$ cat src/rtl/clk_ctrl_pkg.sv
// Shared encodings for the lab CPU clock-enable controller: FSM states,
// RUN rate codes, counter widths and the mode-transition function.
package clk_ctrl_pkg;

    typedef enum logic [1:0] {
        ST_IDLE = 2'b00,
        ST_RUN  = 2'b01,
        ST_STEP = 2'b10,
        ST_HALT = 2'b11
    } state_e;

    localparam logic [1:0] RATE_SLOW  = 2'd0;
    localparam logic [1:0] RATE_MED   = 2'd1;
    localparam logic [1:0] RATE_FAST  = 2'd2;
    localparam logic [1:0] RATE_EVERY = 2'd3;

    localparam int TICK_W      = 16;
    localparam int SYNC_STAGES = 2;

    // halt_req outranks mode changes; HALT can only fall back into STEP.
    function automatic state_e next_state(input state_e cur, input logic run_mode, input logic halt);
        state_e nxt;
        nxt = cur;
        case (cur)
            ST_IDLE: nxt = run_mode ? ST_RUN : ST_STEP;
            ST_RUN: begin
                if (halt)
                    nxt = ST_HALT;
                else if (!run_mode)
                    nxt = ST_STEP;
            end
            ST_STEP: begin
                if (halt)
                    nxt = ST_HALT;
                else if (run_mode)
                    nxt = ST_RUN;
            end
            ST_HALT: begin
                if (!run_mode)
                    nxt = ST_STEP;
            end
            default: nxt = ST_IDLE;
        endcase
        return nxt;
    endfunction

endpackage

$ cat src/rtl/btn_debounce.sv
// Two-flop synchronizer plus stability counter for a bouncing push-button;
// produces the accepted level and a one-cycle pulse on its rising change.
module btn_debounce
    import clk_ctrl_pkg::*;
#(
    parameter int DEB_CYCLES = 1_000_000
) (
    input  logic clk_in,
    input  logic rst,
    input  logic btn_raw,
    output logic level,
    output logic rise
);

    localparam int DW = (DEB_CYCLES > 1) ? $clog2(DEB_CYCLES) : 1;
    localparam logic [DW-1:0] CNT_LAST = DW'(DEB_CYCLES - 1);

    logic [SYNC_STAGES-1:0] sync_q, sync_d;
    logic [DW-1:0]          cnt_q, cnt_d;
    logic                   level_q, level_d;
    logic                   rise_q, rise_d;
    logic                   btn_s;

    assign btn_s = sync_q[SYNC_STAGES-1];

    // The counter tracks consecutive cycles of disagreement; one agreeing
    // cycle throws the partial count away.
    always_comb begin
        sync_d  = {sync_q[SYNC_STAGES-2:0], btn_raw};
        cnt_d   = '0;
        level_d = level_q;
        rise_d  = 1'b0;
        if (btn_s != level_q) begin
            if (cnt_q == CNT_LAST) begin
                level_d = btn_s;
                rise_d  = btn_s;
            end else begin
                cnt_d = cnt_q + 1'b1;
            end
        end
    end

    always_ff @(posedge clk_in or negedge rst) begin
        if (!rst) begin
            sync_q  <= '0;
            cnt_q   <= '0;
            level_q <= 1'b0;
            rise_q  <= 1'b0;
        end else begin
            sync_q  <= sync_d;
            cnt_q   <= cnt_d;
            level_q <= level_d;
            rise_q  <= rise_d;
        end
    end

    assign level = level_q;
    assign rise  = rise_q;

endmodule

$ cat src/rtl/clk_step_ctrl.sv
// Clock-enable sequencer for the lab CPU: divided pulses in RUN, one pulse per
// debounced press in STEP, nothing in HALT. Only clk_en leaves; no derived clock.
module clk_step_ctrl
    import clk_ctrl_pkg::*;
#(
    parameter int DIV_SLOW   = 50_000_000,
    parameter int DIV_MED    = 5_000_000,
    parameter int DIV_FAST   = 50_000,
    parameter int DEB_CYCLES = 1_000_000,
    parameter int CNT_W      = 26
) (
    input  logic              clk_in,
    input  logic              rst,
    input  logic              run_sw,
    input  logic              step_btn,
    input  logic [1:0]        rate_sel,
    input  logic              halt_req,
    output logic              clk_en,
    output logic [1:0]        state,
    output logic [TICK_W-1:0] tick_cnt
);

    localparam logic [CNT_W-1:0] SLOW_LAST = CNT_W'(DIV_SLOW - 1);
    localparam logic [CNT_W-1:0] MED_LAST  = CNT_W'(DIV_MED - 1);
    localparam logic [CNT_W-1:0] FAST_LAST = CNT_W'(DIV_FAST - 1);

    logic [SYNC_STAGES-1:0] run_sync_q, run_sync_d;
    logic                   run_sw_s;
    state_e                 state_q, state_d;
    logic [1:0]             rate_q, rate_d;
    logic [CNT_W-1:0]       cnt_q, cnt_d;
    logic                   clk_en_q, clk_en_d;
    logic [TICK_W-1:0]      tick_q, tick_d;
    logic [CNT_W-1:0]       div_last;
    logic                   rate_chg;
    logic                   btn_level;
    logic                   btn_rise;

    btn_debounce #(
        .DEB_CYCLES (DEB_CYCLES)
    ) u_step_deb (
        .clk_in  (clk_in),
        .rst     (rst),
        .btn_raw (step_btn),
        .level   (btn_level),
        .rise    (btn_rise)
    );

    assign run_sw_s = run_sync_q[SYNC_STAGES-1];
    assign rate_chg = (rate_sel != rate_q);

    always_comb begin
        case (rate_q)
            RATE_SLOW: div_last = SLOW_LAST;
            RATE_MED:  div_last = MED_LAST;
            RATE_FAST: div_last = FAST_LAST;
            default:   div_last = '0;
        endcase
    end

    // A pulse is only issued when the FSM stays in the mode that produced it,
    // so a halt or mode change in cycle t kills whatever would land in t+1.
    always_comb begin
        run_sync_d = {run_sync_q[SYNC_STAGES-2:0], run_sw};
        rate_d     = rate_sel;
        state_d    = next_state(state_q, run_sw_s, halt_req);
        cnt_d      = '0;
        clk_en_d   = 1'b0;
        if (state_q == ST_RUN && state_d == ST_RUN) begin
            if (rate_chg) begin
                cnt_d = '0;
            end else if (rate_q == RATE_EVERY) begin
                clk_en_d = 1'b1;
            end else if (cnt_q == div_last) begin
                clk_en_d = 1'b1;
            end else begin
                cnt_d = cnt_q + 1'b1;
            end
        end else if (state_q == ST_STEP && state_d == ST_STEP) begin
            clk_en_d = btn_rise & btn_level;
        end
        tick_d = tick_q + TICK_W'(clk_en_d);
    end

    always_ff @(posedge clk_in or negedge rst) begin
        if (!rst) begin
            run_sync_q <= '0;
            state_q    <= ST_IDLE;
            rate_q     <= RATE_SLOW;
            cnt_q      <= '0;
            clk_en_q   <= 1'b0;
            tick_q     <= '0;
        end else begin
            run_sync_q <= run_sync_d;
            state_q    <= state_d;
            rate_q     <= rate_d;
            cnt_q      <= cnt_d;
            clk_en_q   <= clk_en_d;
            tick_q     <= tick_d;
        end
    end

    assign clk_en   = clk_en_q;
    assign state    = state_q;
    assign tick_cnt = tick_q;

endmodule
$ cat config.mk
export PLATFORM = sky130hd
export DESIGN_NAME = clk_step_ctrl
export DESIGN_NICKNAME = d
export VERILOG_FILES = /design/src/rtl/clk_ctrl_pkg.sv /design/src/rtl/btn_debounce.sv /design/src/rtl/clk_step_ctrl.sv
export SDC_FILE = /design/constraint.sdc
export NUM_CORES = 1
export LEC_CHECK = 0
export ABC_CLOCK_PERIOD_IN_PS = 3200
export CORE_MARGIN = 2
export CORE_UTILIZATION = 54
export DETAILED_ROUTE_END_ITERATION = 16
export PLACE_DENSITY = 0.74
export SYNTH_ARGS = -nofsm -noshare
export SYNTH_HDL_FRONTEND = slang
export SYNTH_SLANG_ARGS = --single-unit
export TNS_END_PERCENT = 100
$ cat constraint.sdc
create_clock -name clk_in -period 3.2 [get_ports clk_in]
set_input_delay 0.8 -clock clk_in [delete_from_list [all_inputs] [get_ports clk_in]]
set_output_delay 0.8 -clock clk_in [all_outputs]
set_load 0.005 [all_outputs]
Yosys cells after proc, flatten, opt, wreduce, memory -nomap -nowiden
Cells that the tools add are included.
W data, S select, Z words.
{"block": "totals", "input_bits": 7, "regBits": 73, "word_cells": 51, "output_inout_bits": 19}
{"block": "op_classes", "n_reduce_logical": 5, "n_addsub": 3, "bitwise_logic": 1, "n_eq_ne": 12, "mux": 20}
{"op": "$mux W26", "n": 4}
{"op": "$pmux W26 S3", "n": 1}
{"op": "$mux W20", "n": 2}
{"op": "$add A26 B1 Y26 const B", "n": 1}
{"op": "$eq A26 B26 Y1", "n": 1}
{"op": "$add A20 B1 Y20 const B", "n": 1}
{"op": "$eq A20 B20 Y1 const B", "n": 1}
{"op": "$add A16 B1 Y16", "n": 1}
{"op": "$eq A2 B2 Y1 const B", "n": 5}
{"op": "$mux W2", "n": 5}
{"op": "$pmux W2 S4", "n": 1}
{"op": "$mux W1", "n": 7}
{"op": "$eq A2 B1 Y1 const B", "n": 3}
{"op": "$logic_not A2 Y1", "n": 2}
{"op": "$logic_and A1 B1 Y1", "n": 2}
{"op": "$ne A2 B2 Y1", "n": 1}
{"op": "$reduce_and A2 Y1", "n": 1}
{"op": "$and A1 B1 Y1", "n": 1}
{"op": "$ne A1 B1 Y1", "n": 1}

Logic depth before layout (Yosys ltp)
Gate-level depths: netlist (run 1).
{"block": "logic_depth", "depth_word": 8, "ltp_mapped": 13, "mapped_depth_nobuf": 13}

By module
From an unflattened synthesis (run 1), not the netlist that was laid out.
{"block": "unflattened", "cells_unflattened": 344, "area_unflattened_um2": 3688.5}
{"module": "clk_step_ctrl", "area_each_um2": 2503.7, "seq_area_each_um2": 1226.2, "cells_per_inst": 237, "instances": 1}
{"module": "btn_debounce", "area_each_um2": 1184.9, "seq_area_each_um2": 600.6, "cells_per_inst": 107, "instances": 1}

Least setup slack after synthesis (run 1)
Ideal clock, no wire load.
{"block": "synth_timing", "kind": "reg-to-reg", "startpoint": "reg rate_q[0]", "endpoint": "reg tick_q[12], in the netlist tick_cnt[12]", "arrival_time_ns": 2.793, "slack_ns": 0.283, "setup_ns": 0.124, "stages_incl_launch_ff": 14, "t_required_ns": 3.076, "path_cell_list": "dfrtp_1 inv_1 ha_1 or4_1 o22ai_1 nand3_1 o21bai_1 a41o_1 ha_1 ha_1 and3_1 nor2b_1 nand2_1 xnor2_1"}
{"block": "synth_between", "elab_chain_cells": 8, "elab_cells_between_ends": 12, "cone_classes": "add/sub: 1; eq/ne: 5; mux: 5; reduce/logical: 1"}
{"element": "from (decl)", "line_no": "clk_step_ctrl.sv:30", "text": "logic [1:0] rate_q, rate_d;"}
{"element": "from (signal assigned)", "line_no": "clk_step_ctrl.sv:96", "text": "rate_q <= rate_d;"}
{"element": "$eq A2 B2 Y1, or another cell as far along", "line_no": "clk_step_ctrl.sv:53", "text": "case (rate_q)"}
{"element": "$pmux W26 S3", "line_no": "clk_step_ctrl.sv:53"}
{"element": "$eq A26 B26 Y1", "line_no": "clk_step_ctrl.sv:74", "text": "end else if (cnt_q == div_last) begin"}
{"element": "$mux W1", "line_no": "clk_step_ctrl.sv:74"}
{"element": "$mux W1", "line_no": "clk_step_ctrl.sv:72", "text": "end else if (rate_q == RATE_EVERY) begin"}
{"element": "$mux W1 *", "line_no": "clk_step_ctrl.sv:70", "text": "if (rate_chg) begin"}
{"element": "$mux W1 *", "line_no": "clk_step_ctrl.sv:69", "text": "if (state_q == ST_RUN && state_d == ST_RUN) begin"}
{"element": "net clk_en_d", "line_no": "clk_step_ctrl.sv:32", "text": "logic clk_en_q, clk_en_d;"}
{"element": "$add A16 B1 Y16 *", "line_no": "clk_step_ctrl.sv:82", "text": "tick_d = tick_q + TICK_W'(clk_en_d);"}
{"element": "net tick_d[12]", "line_no": "clk_step_ctrl.sv:33", "text": "logic [TICK_W-1:0] tick_q, tick_d;"}
{"element": "to (signal assigned)", "line_no": "clk_step_ctrl.sv:99", "text": "tick_q <= tick_d;"}
{"element": "to (decl)", "line_no": "clk_step_ctrl.sv:33"}
Mark *: on every way through the listed nets, which the timed path passes. The rest lies on a longest branch.
A chain may end at the register's enable or synchronous reset.

Worst setup path after layout (run 1)
{"block": "layout_timing", "startpoint": "reg rate_q[1]", "endpoint": "reg tick_q[12], in the netlist tick_cnt[12]"}
The elaborated chain is that of the path after synthesis.

==> metrics.md, run 1 <==
| Metric | Value |
|---|---|
| CTS Hold Bufs | 0 |
| Worst Hold Slack | ~360 ps |
| Clk Latency, worst-skew pair | 350 ps |
| DR vias | 2528 |
| Largest area contributor in the netlist | dfrtp_1 |
| CP Class | register to register |
| Cells after synthesis | 343 |
| Chip Width | 84.8 um |
| Final Hold Viols | 0 |
| Drt drc | 0 |
| # diodes | 0 |
| Final Slew Violations | 0 |
| Core area | 0.00631 sq mm |
| Largest net degree at the start of global routing | 74 |
| Total GRT Usage | 0.205 |
| Vias in the first global route | 2446 |
| CTS Buffer Depth | 2 |
| Maxcap violations | 0 |
| Synth area leaders | dfrtp_1, xnor2_1, nor2_1 |
| Total CTS buffers | 9 |
| Seq cells post-synth | 73 |
| Layout cells sized above 1 | 0.0682 |
| Register area | 0.00183 sq mm |
| Status | completed |
| Fillcell total | ~520 |
| Leakage Power | 0.00167 uW |
| Worst-margin pin slew | 902 ps |
| Clock Pin Slew Worst Setup and Hold Paths | 80 ps |
| Netlist Area Pre-Place | 0.00352 sq mm |
| Fin nets | approximately 390 |
| Port-buffer cells | 25 |
| Io pins | 26 |
| Post-DP HPWL | 4420 um |
| Drt via density | 5.52 |
| Routed wire length | 6600 um |
| Seq/Total Area, Yosys | 0.518 |
| Crit share post-route | 0.941 |
| PD cells | approximately 460 mW/mm^2 |
| Final setup fails | 0 |
| GR Layer Usage met1 | 0.275 |
| WP data required | 3450 ps |
| RSZ-0062 raised after global routing | false |
| CP Capture Type | register |
| Syn-to-layout area delta | 15.9% |
| Global Route met3 Usage | 0.0403 |
| Max Fclk | 0.332 GHz |
| First-pass GRT wire length | 11600 um |
| Minimum clock period | 3010 ps |
| GR peak layer | met2 |
| Drt wl/cell | between 10 and 15 um |
| H-tree Lvls | 3 |
| Peak VDD IR | 383 uV |
| Avg Synthesized Cell Area | between 10 and 15 sq um |
| Clock Sinks | 73 |
| Slew Limit Headroom | 0.399 |
| GR Layer Usage met2 | 0.324 |
| HP Class | register to register |
| CP max FO | 4 |
| DRT iter0 DRCs | 175 |
| Grt ovf | 0 |
| Top-area cell type share of the netlist area | 0.518 |
| Antenna violations before repair | 0 |
| DRT Pass-1 Iters | 6 |
| Routed Antenna Nets | 0 |
| Root Driver | clkbuf_8 |
| Post-synthesis cell type count | 39 |
| Die H | between 80 and 90 um |
| Synth warn | 0 |
| Initial core utilization | 0.558 |
| CTS tree | done |
| Final TNS setup | 0 ps |
| Site row count | 29 |
| Crit path DAT | 3260 ps |
| Area occupied by multi-input gates | ~0.0016 sq mm |
| Syn nets | 359 |
| Die area | 0.00719 sq mm |
| Clk_skew | 7.77 ps |
| Worst setup SP type | register |
| GP Congestion | 0.822 |
[worst max-delay path, stage by stage (launching register included)]
cell      delay [ps]
dfrtp_1          400
inv_1            110
ha_1             240
or3_1            380
a22oi_1          170
nand4_1          200
o21bai_1         210
a41o_1           230
ha_1             220
ha_1             180
and3_1           200
nor2b_1          180
nand2_1           80
xnor2_1          120
[layout make-up]
class / count / area share
inverter: 10 / 0.00919
timing repair buffer: 29 / 0.0680
clock buffer: 12 / 0.0404
multi-input combinational: 253 / 0.393
tap: 77 / 0.0236
sequential: 73 / 0.447
clock inverter: 4 / 0.0181
[synth_stat cells]
cell type / instances
ha_1: 9
nor4bb_1: 1
dfrtp_1: 73
a22oi_1: 1
or2_2: 1
a41o_1: 1
and3b_1: 1
xor2_1: 12
o22ai_1: 2
nor2b_1: 2
nor3_1: 10
nand4_1: 13
and2_1: 1
o21bai_1: 2
or3_1: 4
nand3_1: 24
nand2b_1: 1
clkbuf_2: 1
and4_1: 7
or4_1: 2
buf_6: 3
buf_4: 1
o211a_1: 1
inv_1: 10
mux2_2: 2
a21oi_1: 3
and3_1: 5
buf_2: 2
nand2_1: 20
o21ai_0: 4
nor4_1: 7
mux2i_1: 1
a21o_1: 1
o21ai_4: 1
nand4b_1: 1
nor2_1: 62
nor4b_1: 3
nor3b_1: 1
xnor2_1: 47
[cell usage in the layout (no fill, tap or decap), types with 5 or more instances in the layout]
master | Yosys | layout
nand3_1 | 24 | 24
nand2_1 | 20 | 20
xnor2_1 | 47 | 47
clkbuf_8 | 0 | 12
inv_1 | 10 | 10
and3_1 | 5 | 5
dfrtp_1 | 73 | 73
nand4_1 | 13 | 13
buf_4 | 1 | 5
nor2_1 | 62 | 61
clkdlybuf4s50_1 | 0 | 24
xor2_1 | 12 | 12
ha_1 | 9 | 9
nor3_1 | 10 | 10
nor4_1 | 7 | 7
and4_1 | 7 | 7
[flip-flops by register name, indices dropped and copies added, names as in the netlist]
name / count
cnt_q: 26
u_step_deb.level: 1
rate_q: 2
u_step_deb.cnt_q: 20
u_step_deb.sync_q: 2
clk_en: 1
run_sync_q: 2
tick_cnt: 16
u_step_deb.rise: 1
state: 2
[what timing repair did]
| item | CTS | global route |
|---|---|---|
| gates resized for setup | 0 | 1 |
| endpoints found under the setup margin | 0 | 4 |
| setup buffers | 0 | 1 |
[stage by stage]
step | utilization | setup slack (ps) | area, sq um | total power, uW | instances
global placement | 0.607 | 270 | 3830 | 1040 | 441
global route | 0.647 | 19.0 | 4080 | 1930 | 458
floorplan | - | 283 | 3520 | 994 | 343
finish | 0.647 | 188 | 4080 | 1860 | 458
CTS | 0.645 | 158 | 4070 | 1880 | 457
detailed placement | 0.607 | 119 | 3830 | 1040 | 441
[final timing paths]
kind                                      start                   end  slack (ps)  cells past startpoint
setup / recovery                      rate_q[1]          tick_cnt[12]         190                     13
hold / removal             u_step_deb.sync_q[0]  u_step_deb.sync_q[1]         360                      0
setup reg to reg                      rate_q[1]          tick_cnt[12]         190                     13
hold reg to reg            u_step_deb.sync_q[0]  u_step_deb.sync_q[1]         360                      0
max in group asynchronous                   rst           tick_cnt[6]        2050                      1
min in group asynchronous                   rst             cnt_q[19]         570                      1
[metal layers]
metal | routed length (um) | up-vias
li1 | - | 1237
met1 | 3150 | 1245
met2 | 3110 | 37
met3 | 216 | 9
met4 | 129 | 0
met5 | 0 | -
[logic make-up (layout without fill, tap and decap cells)]
| group | count (synthesis) | in the layout | synth area share |
|---|---|---|---|
| AND/OR/NAND/NOR | 166 | 166 | 0.235 |
| buffers and inverters | 17 | 55 | 0.0266 |
| multiplexers | 3 | 3 | 0.00923 |
| XOR/XNOR | 59 | 59 | 0.147 |
| AO/OA/AOI/OAI | 16 | 16 | 0.0323 |
| adder cells (fa/ha/maj) | 9 | 9 | 0.0319 |
| flip-flops | 73 | 73 | 0.518 |
[power by group]
group | switching (uW) | internal [uW] | total (uW)
combinational | 43.2 | 32.8 | 76.0
sequential | 10.5 | 933 | 944
clock | 340 | 503 | 843
No activity file was read; power rests on OpenSTA's default activity.
==> run 2: changes to the inputs <==
--- a/config.mk
+++ b/config.mk
@@ -9,6 +9,7 @@
 export CORE_MARGIN = 2
 export CORE_UTILIZATION = 54
 export DETAILED_ROUTE_END_ITERATION = 16
+export GPL_TIMING_DRIVEN = 0
 export PLACE_DENSITY = 0.74
 export SYNTH_ARGS = -nofsm -noshare
 export SYNTH_HDL_FRONTEND = slang
==> run 2 against run 1 <==
  * Maximum frequency grew 3.1%
  * Worst setup slack gained 90 ps
  * Clock skew grew 5.3 ps
  * Sequential cell count is the same
  * Worst hold slack gained 5.6 ps
  * Combinational power grew 11%
  * Final cell count grew 1.5%
  * Critical path type unchanged
  * Critical path depth is the same
  * Clock power shrank 3.1%
  * Sequential power is essentially flat
  * Die area is the same
==> metrics.md, run 2 (synthesis results as in run 1) <==
| Metric | Value |
|---|---|
| Status | completed (unchanged) |
| DR vias | 2533 (was 2528) |
| Grt ovf | 0 (unchanged) |
| Cell Chain, Critical Path | buf_4, ha_1, or3_1, a22oi_1, nand4_1, o21bai_1, a41o_1, ha_4, ha_4, and3_1, nor2b_2, nand2_1, xnor2_1 (was inv_1, ha_1, or3_1, a22oi_1, nand4_1, o21bai_1, a41o_1, ha_1, ha_1, and3_1, nor2b_1, nand2_1, xnor2_1) |
| Hold Path End | run_sync_q[1] (was u_step_deb.sync_q[1]) |
| Worst setup SP type | register (unchanged) |
| Fin nets | 399 (was 392) |
| Post-route insts no fill | 465 (was 458) |
| Worst hold stages | 0 (unchanged) |
| Worst R2R End | tick_cnt[14] (was tick_cnt[12]) |
| Max Fclk | 0.342 GHz (was 0.332 GHz) |
| Clock Pin Slew Worst Setup and Hold Paths | 90 ps (was 80 ps) |
| RSZ-0062 raised after global routing | false (unchanged) |
| DRT iter0 DRCs | 163 (was 175) |
| Total GRT Usage | 0.202 (was 0.205) |
| Fin util | 0.664 (was 0.647) |
| Clk_skew | 13.1 ps (was 7.77 ps) |
| Setup WS pre-CTS | -206 ps (was 119 ps) |
| Slew Limit Headroom | 0.645 (was 0.399) |
| Most flops, register | cnt_q (unchanged) |
| CP Class | register to register (unchanged) |
| # diodes | 0 (unchanged) |
| Commonest non-fill, non-tap cell in the layout | dfrtp_1 (unchanged) |
| Core area | 0.00631 sq mm (unchanged) |
| GP Congestion | 0.839 (was 0.822) |
| Vias in the first global route | 2557 (was 2446) |
| CP most frequent cell | ha_4 (was ha_1) |
| Final Hold Viols | 0 (unchanged) |
| H-tree Lvls | 3 (unchanged) |
| Port-buffer cells | 25 (unchanged) |
| Site row count | 29 (unchanged) |
| Clk Latency, worst-skew pair | 360 ps (was 350 ps) |
| Final setup fails | 0 (unchanged) |
| Overall power | 1850 uW (was 1860 uW) |
| DRT Pass-1 Iters | 4 (was 6) |
| Hold Crit Start | run_sync_q[0] (was u_step_deb.sync_q[0]) |
| Crit share post-route | 0.913 (was 0.941) |
| CP Capture Type | register (unchanged) |
| Die area | 0.00719 sq mm (unchanged) |
| Routed wire length | 6530 um (was 6600 um) |
| Worst-path cell with the longest stage delay | dfrtp_2 (was dfrtp_1) |
| Minimum clock period | 2920 ps (was 3010 ps) |
| Drt via density | 5.45 (was 5.52) |
| Die H | 84.8 um (unchanged) |
| Worst-margin pin slew | 527 ps (was 902 ps) |
| Crit path largest cell delay | 420 ps (was 400 ps) |
| Minimum setup slack in the final design | 278 ps (was 188 ps) |
| Leakage Power | 0.00170 uW (was 0.00167 uW) |
| Initial core utilization | 0.558 (unchanged) |
| Layout cells sized above 1 | 0.103 (was 0.0682) |
| Drt wl/cell | 14.1 um (was 14.4 um) |
| Reg2reg start | rate_q[0] (was rate_q[1]) |
| Fillcell total | 500 (was 515) |
| Io pins | 26 (unchanged) |
| R2r setup slk | 280 ps (was 190 ps) |
| Antenna violations before repair | 0 (unchanged) |
| Largest net degree at the start of global routing | 74 (unchanged) |
| Inst Count DP | 446 (was 441) |
| Top delay family on crit path | simple AND/OR/NAND/NOR gates (unchanged) |
| Most frequent cells in the layout | dfrtp_1, nor2_1, xnor2_1 (unchanged) |
| CP max FO | 7 (was 4) |
| Peak VDD IR | 397 uV (was 383 uV) |
| Crit path DAT | 3160 ps (was 3260 ps) |
| Final Slew Violations | 0 (unchanged) |
| Chip Width | 84.8 um (unchanged) |
| Max reg flops | 26 (unchanged) |
| First-pass GRT wire length | 11500 um (was 11600 um) |
| Root Driver | clkbuf_8 (unchanged) |
| Clock Sinks | 73 (unchanged) |
| Final TNS setup | 0 ps (unchanged) |
| Drt drc | 0 (unchanged) |
| Routed Antenna Nets | 0 (unchanged) |
| Maxcap violations | 0 (unchanged) |
| Post-DP HPWL | 4430 um (was 4420 um) |
| HP Class | register to register (unchanged) |
| Syn-to-layout area delta | 18.9% (was 15.9%) |
| CTS tree | done (unchanged) |
| PD cells | 441 mW/mm^2 (was 456 mW/mm^2) |
| CTS Buffer Depth | 2 (unchanged) |
| Crit path buf inv count | 1 (unchanged) |
| Total CTS buffers | 9 (unchanged) |
| WP data required | 3440 ps (was 3450 ps) |
| R2R cell count | 13 (unchanged) |
==> run 2: cell count changes in the layout (fill, tap and decap cells not counted), moves of 2 or more <==
cell / change
ha_1: -3
buf_6: +3
ha_4: +2
inv_6: +2
clkbuf_8: -3
buf_2: +2
==> run 2: timing repair <==
item | CTS | global route
hold endpoints to repair | 0 | 0
hold buffers | 0 | 0
endpoints found under the setup margin | 5 | 7
buffers inserted | 1 | 2
pin swaps | 0 | 1
resized for setup | 5 | 5
==> run 2: power breakdown <==
group / switching [uW] / internal [uW]
combinational: 45.3 / 39.1
clock: 370 / 447
sequential: 11.7 / 933
==> run 2: how the worst max path moves through the flow <==
stage                     slack, ps           end  cells past startpoint       from
after global placement        -1140   tick_cnt[5]                      1        rst
after floorplan                 280  tick_cnt[12]                     13  rate_q[0]
after CTS                        20  tick_cnt[12]                     13  rate_q[1]
after detailed placement       -210  tick_cnt[14]                     13  rate_q[0]
final                           280  tick_cnt[14]                     13  rate_q[0]
after global routing             30  tick_cnt[12]                     13  rate_q[0]
==> run 2: stage by stage <==
stage / hold WS, ps / cell area (sq um)
6_report: 361 / 4190
5_1_grt: 377 / 4190
4_1_cts: 366 / 4140
3_5_place_dp: 346 / 3900
3_3_place_gp: 333 / 3870
2_1_floorplan: 331 / 3520
==> run 2: worst register-to-register path, cell delays in order, from the launching register on <==
cell and delay, ps:
dfrtp_2 420, buf_4 170, ha_1 210, or3_1 370, a22oi_1 180, nand4_1 130
o21bai_1 160, a41o_1 240, ha_4 180, ha_4 150, and3_1 210, nor2b_2 190
nand2_1 80, xnor2_1 120
==> run 2: area by class of cell <==
| class | instances | area (sq um) | area share |
|---|---|---|---|
| Timing Repair Buffer | 29 | 298 | 0.0711 |
| Inverter | 10 | 37.5 | 0.00896 |
| Sequential cell | 73 | 1830 | 0.436 |
| Clock buffer | 9 | 124 | 0.0296 |
| Clock inverter | 7 | 103 | 0.0245 |
| Multi-Input combinational cell | 253 | 1650 | 0.393 |
| Tap cell | 77 | 96.3 | 0.0230 |
| Buffer | 7 | 56.3 | 0.0134 |
==> run 2: routing by layer <==
| layer | GRT usage | routed length (um) |
|---|---|---|
| met4 | 0.0823 | 108 |
| met2 | 0.325 | 3190 |
| met5 | 0 | 0 |
| met3 | 0.0570 | 200 |
| met1 | 0.259 | 3040 |
==> variant: new RTL, config.mk and constraints of run 1 <==
Change the parameter `CNT_W` from 26 to 30.
--- a/src/rtl/clk_step_ctrl.sv
+++ b/src/rtl/clk_step_ctrl.sv
@@ -7,7 +7,7 @@
     parameter int DIV_MED    = 5_000_000,
     parameter int DIV_FAST   = 50_000,
     parameter int DEB_CYCLES = 1_000_000,
-    parameter int CNT_W      = 26
+    parameter int CNT_W      = 30
 ) (
     input  logic              clk_in,
     input  logic              rst,
Behaviour: no difference found for any inputs over 10 cycles, from zero or initial values and one cycle with rst low; that may be too few to reach the edited logic, so the function may still have changed.
==> variant against run 1 <==
Routed wire length is 2.4% higher; combinational power is 6.4% lower; critical endpoint is now tick_cnt[13]$_DFF_PN0_; area after synthesis is 5.3% higher; critical path type unchanged; setup slack better by 0.016 ns; largest cell class unchanged; non-clock buffer count is 1 lower; global-route usage is 0.60 points lower; sequential cell count is 4 higher; highest routed layer unchanged; sequential share of layout area is 1.0 points higher; first-iteration DRC count is 23% lower; sequential power is 5.4% higher; final area is 3.2% higher; hold slack worse by 0.011 ns; power is 7.6% lower.
==> variant: results <==
metrics = {
    "status": {
        "status": "finished, final reports clean",
    },
    "worst_hold_path": {
        "holdCritPathClass": "reg -> reg",
        "hp-start": "run_sync_q[0]$_DFF_PN0_",
        "hold_end": "run_sync_q[1]$_DFF_PN0_",
    },
    "synth": {
        "synth_cell_types": 44,
        "synthTopCellsByArea": "dfrtp_1, xnor2_1, xor2_1",
        "synth-seq-area-share": 0.519,
        "synthTopCellsByCount": "dfrtp_1, nor2_1, xnor2_1",
    },
    "layout": {
        "fill_cells": 558,
        "num_antenna_cells": 0,
        "largest_reg_flops": 30,
        "stdcell_count": 472,
        "drive_above_1_share": 0.0842,
        "syn_to_final_growth_pct": 13.5,
    },
    "global_routing": {
        "grt_util_met1": 0.283,
        "grt_max_degree": 78,
        "grt_first_pass_wirelength_mm": 11.7,
        "met2_usage": 0.294,
        "gr-usage-all-layers": 0.199,
        "grt_pass1_vias": 2468,
        "grt_use_met3": 0.0389,
    },
    "worst_setup_path": {
        "cpPeakStageDelay_ns": 0.52,
        "critPathSlowestCell": "or4_1",
        "r2r_setup_slack_ns": 0.20,
        "worst-r2r-cell-count": 12,
        "arrival_ns": 3.23,
    },
    "pwr": {
        "pg_seq_w": 0.000995,
        "p_clk_frac": 0.380,
        "p_leak_nw": 1.77,
        "intPower_w": 0.00131,
        "irDropWorstVdd_uv": 249,
    },
    "routing": {
        "wl_met2_mm": 3.05,
        "viasPerCell": 5.53,
        "wl_met3_um": 227,
        "drt-initial-drc-count": 135,
        "dr.pass1.iters": 4,
        "wl_per_cell_um": 14.3,
        "wl_met1_mm": 3.33,
    },
    "sta": {
        "maxSlewHeadroom": 0.377,
    },
    "clocking": {
        "cts_setup_buffers": 0,
    },
    "placement": {
        "dp_worst_setup_slack_ns": 0.0914,
        "placedCellCount": 456,
        "post-dp-hpwl_mm": 4.59,
        "placedInstanceArea_um2": 4030,
    },
}
variant: cell count changes after synthesis, moves of 3 or more:
cell / run 1 / this run
nor4_1: 7 / 11
nor4b_1: 3 / 0
and3_1: 5 / 10
dfrtp_1: 73 / 77
clkbuf_1: 0 / 5
xnor2_1: 47 / 33
nand4_1: 13 / 17
xor2_1: 12 / 32
inv_1: 10 / 7
nor3_1: 10 / 6
nor2_1: 62 / 58
variant: cell type report:
class | instances | area share
clock inverter | 6 | 0.00921
tap | 80 | 0.0238
multi-input combinational | 264 | 0.406
inverter | 7 | 0.00624
clock buffer | 10 | 0.0327
timing repair buffer | 28 | 0.0642
sequential | 77 | 0.458
variant: worst max path at each step:
stage	from	depth (start not counted)	to	slack, ns
2_1_floorplan	rate_q[0]$_DFF_PN0_	12	tick_cnt[15]$_DFF_PN0_	0.45
3_3_place_gp	rate_q[0]$_DFF_PN0_	12	tick_cnt[15]$_DFF_PN0_	0.22
3_5_place_dp	rate_q[0]$_DFF_PN0_	12	tick_cnt[13]$_DFF_PN0_	0.09
4_1_cts	rate_q[0]$_DFF_PN0_	12	tick_cnt[13]$_DFF_PN0_	0.05
5_1_grt	rate_q[1]$_DFF_PN0_	12	tick_cnt[13]$_DFF_PN0_	0.006
6_report	rate_q[1]$_DFF_PN0_	12	tick_cnt[13]$_DFF_PN0_	0.20
variant: cells by family (layout without fill, tap and decap cells):
group,count (synthesis),after routing,synth area share
AND/OR/NAND/NOR,176,176,0.249
flip-flops,77,77,0.519
XOR/XNOR,65,65,0.153
buffers and inverters,18,51,0.0216
AO/OA/AOI/OAI,12,12,0.0209
adder cells (fa/ha/maj),9,9,0.0303
multiplexers,2,2,0.00573
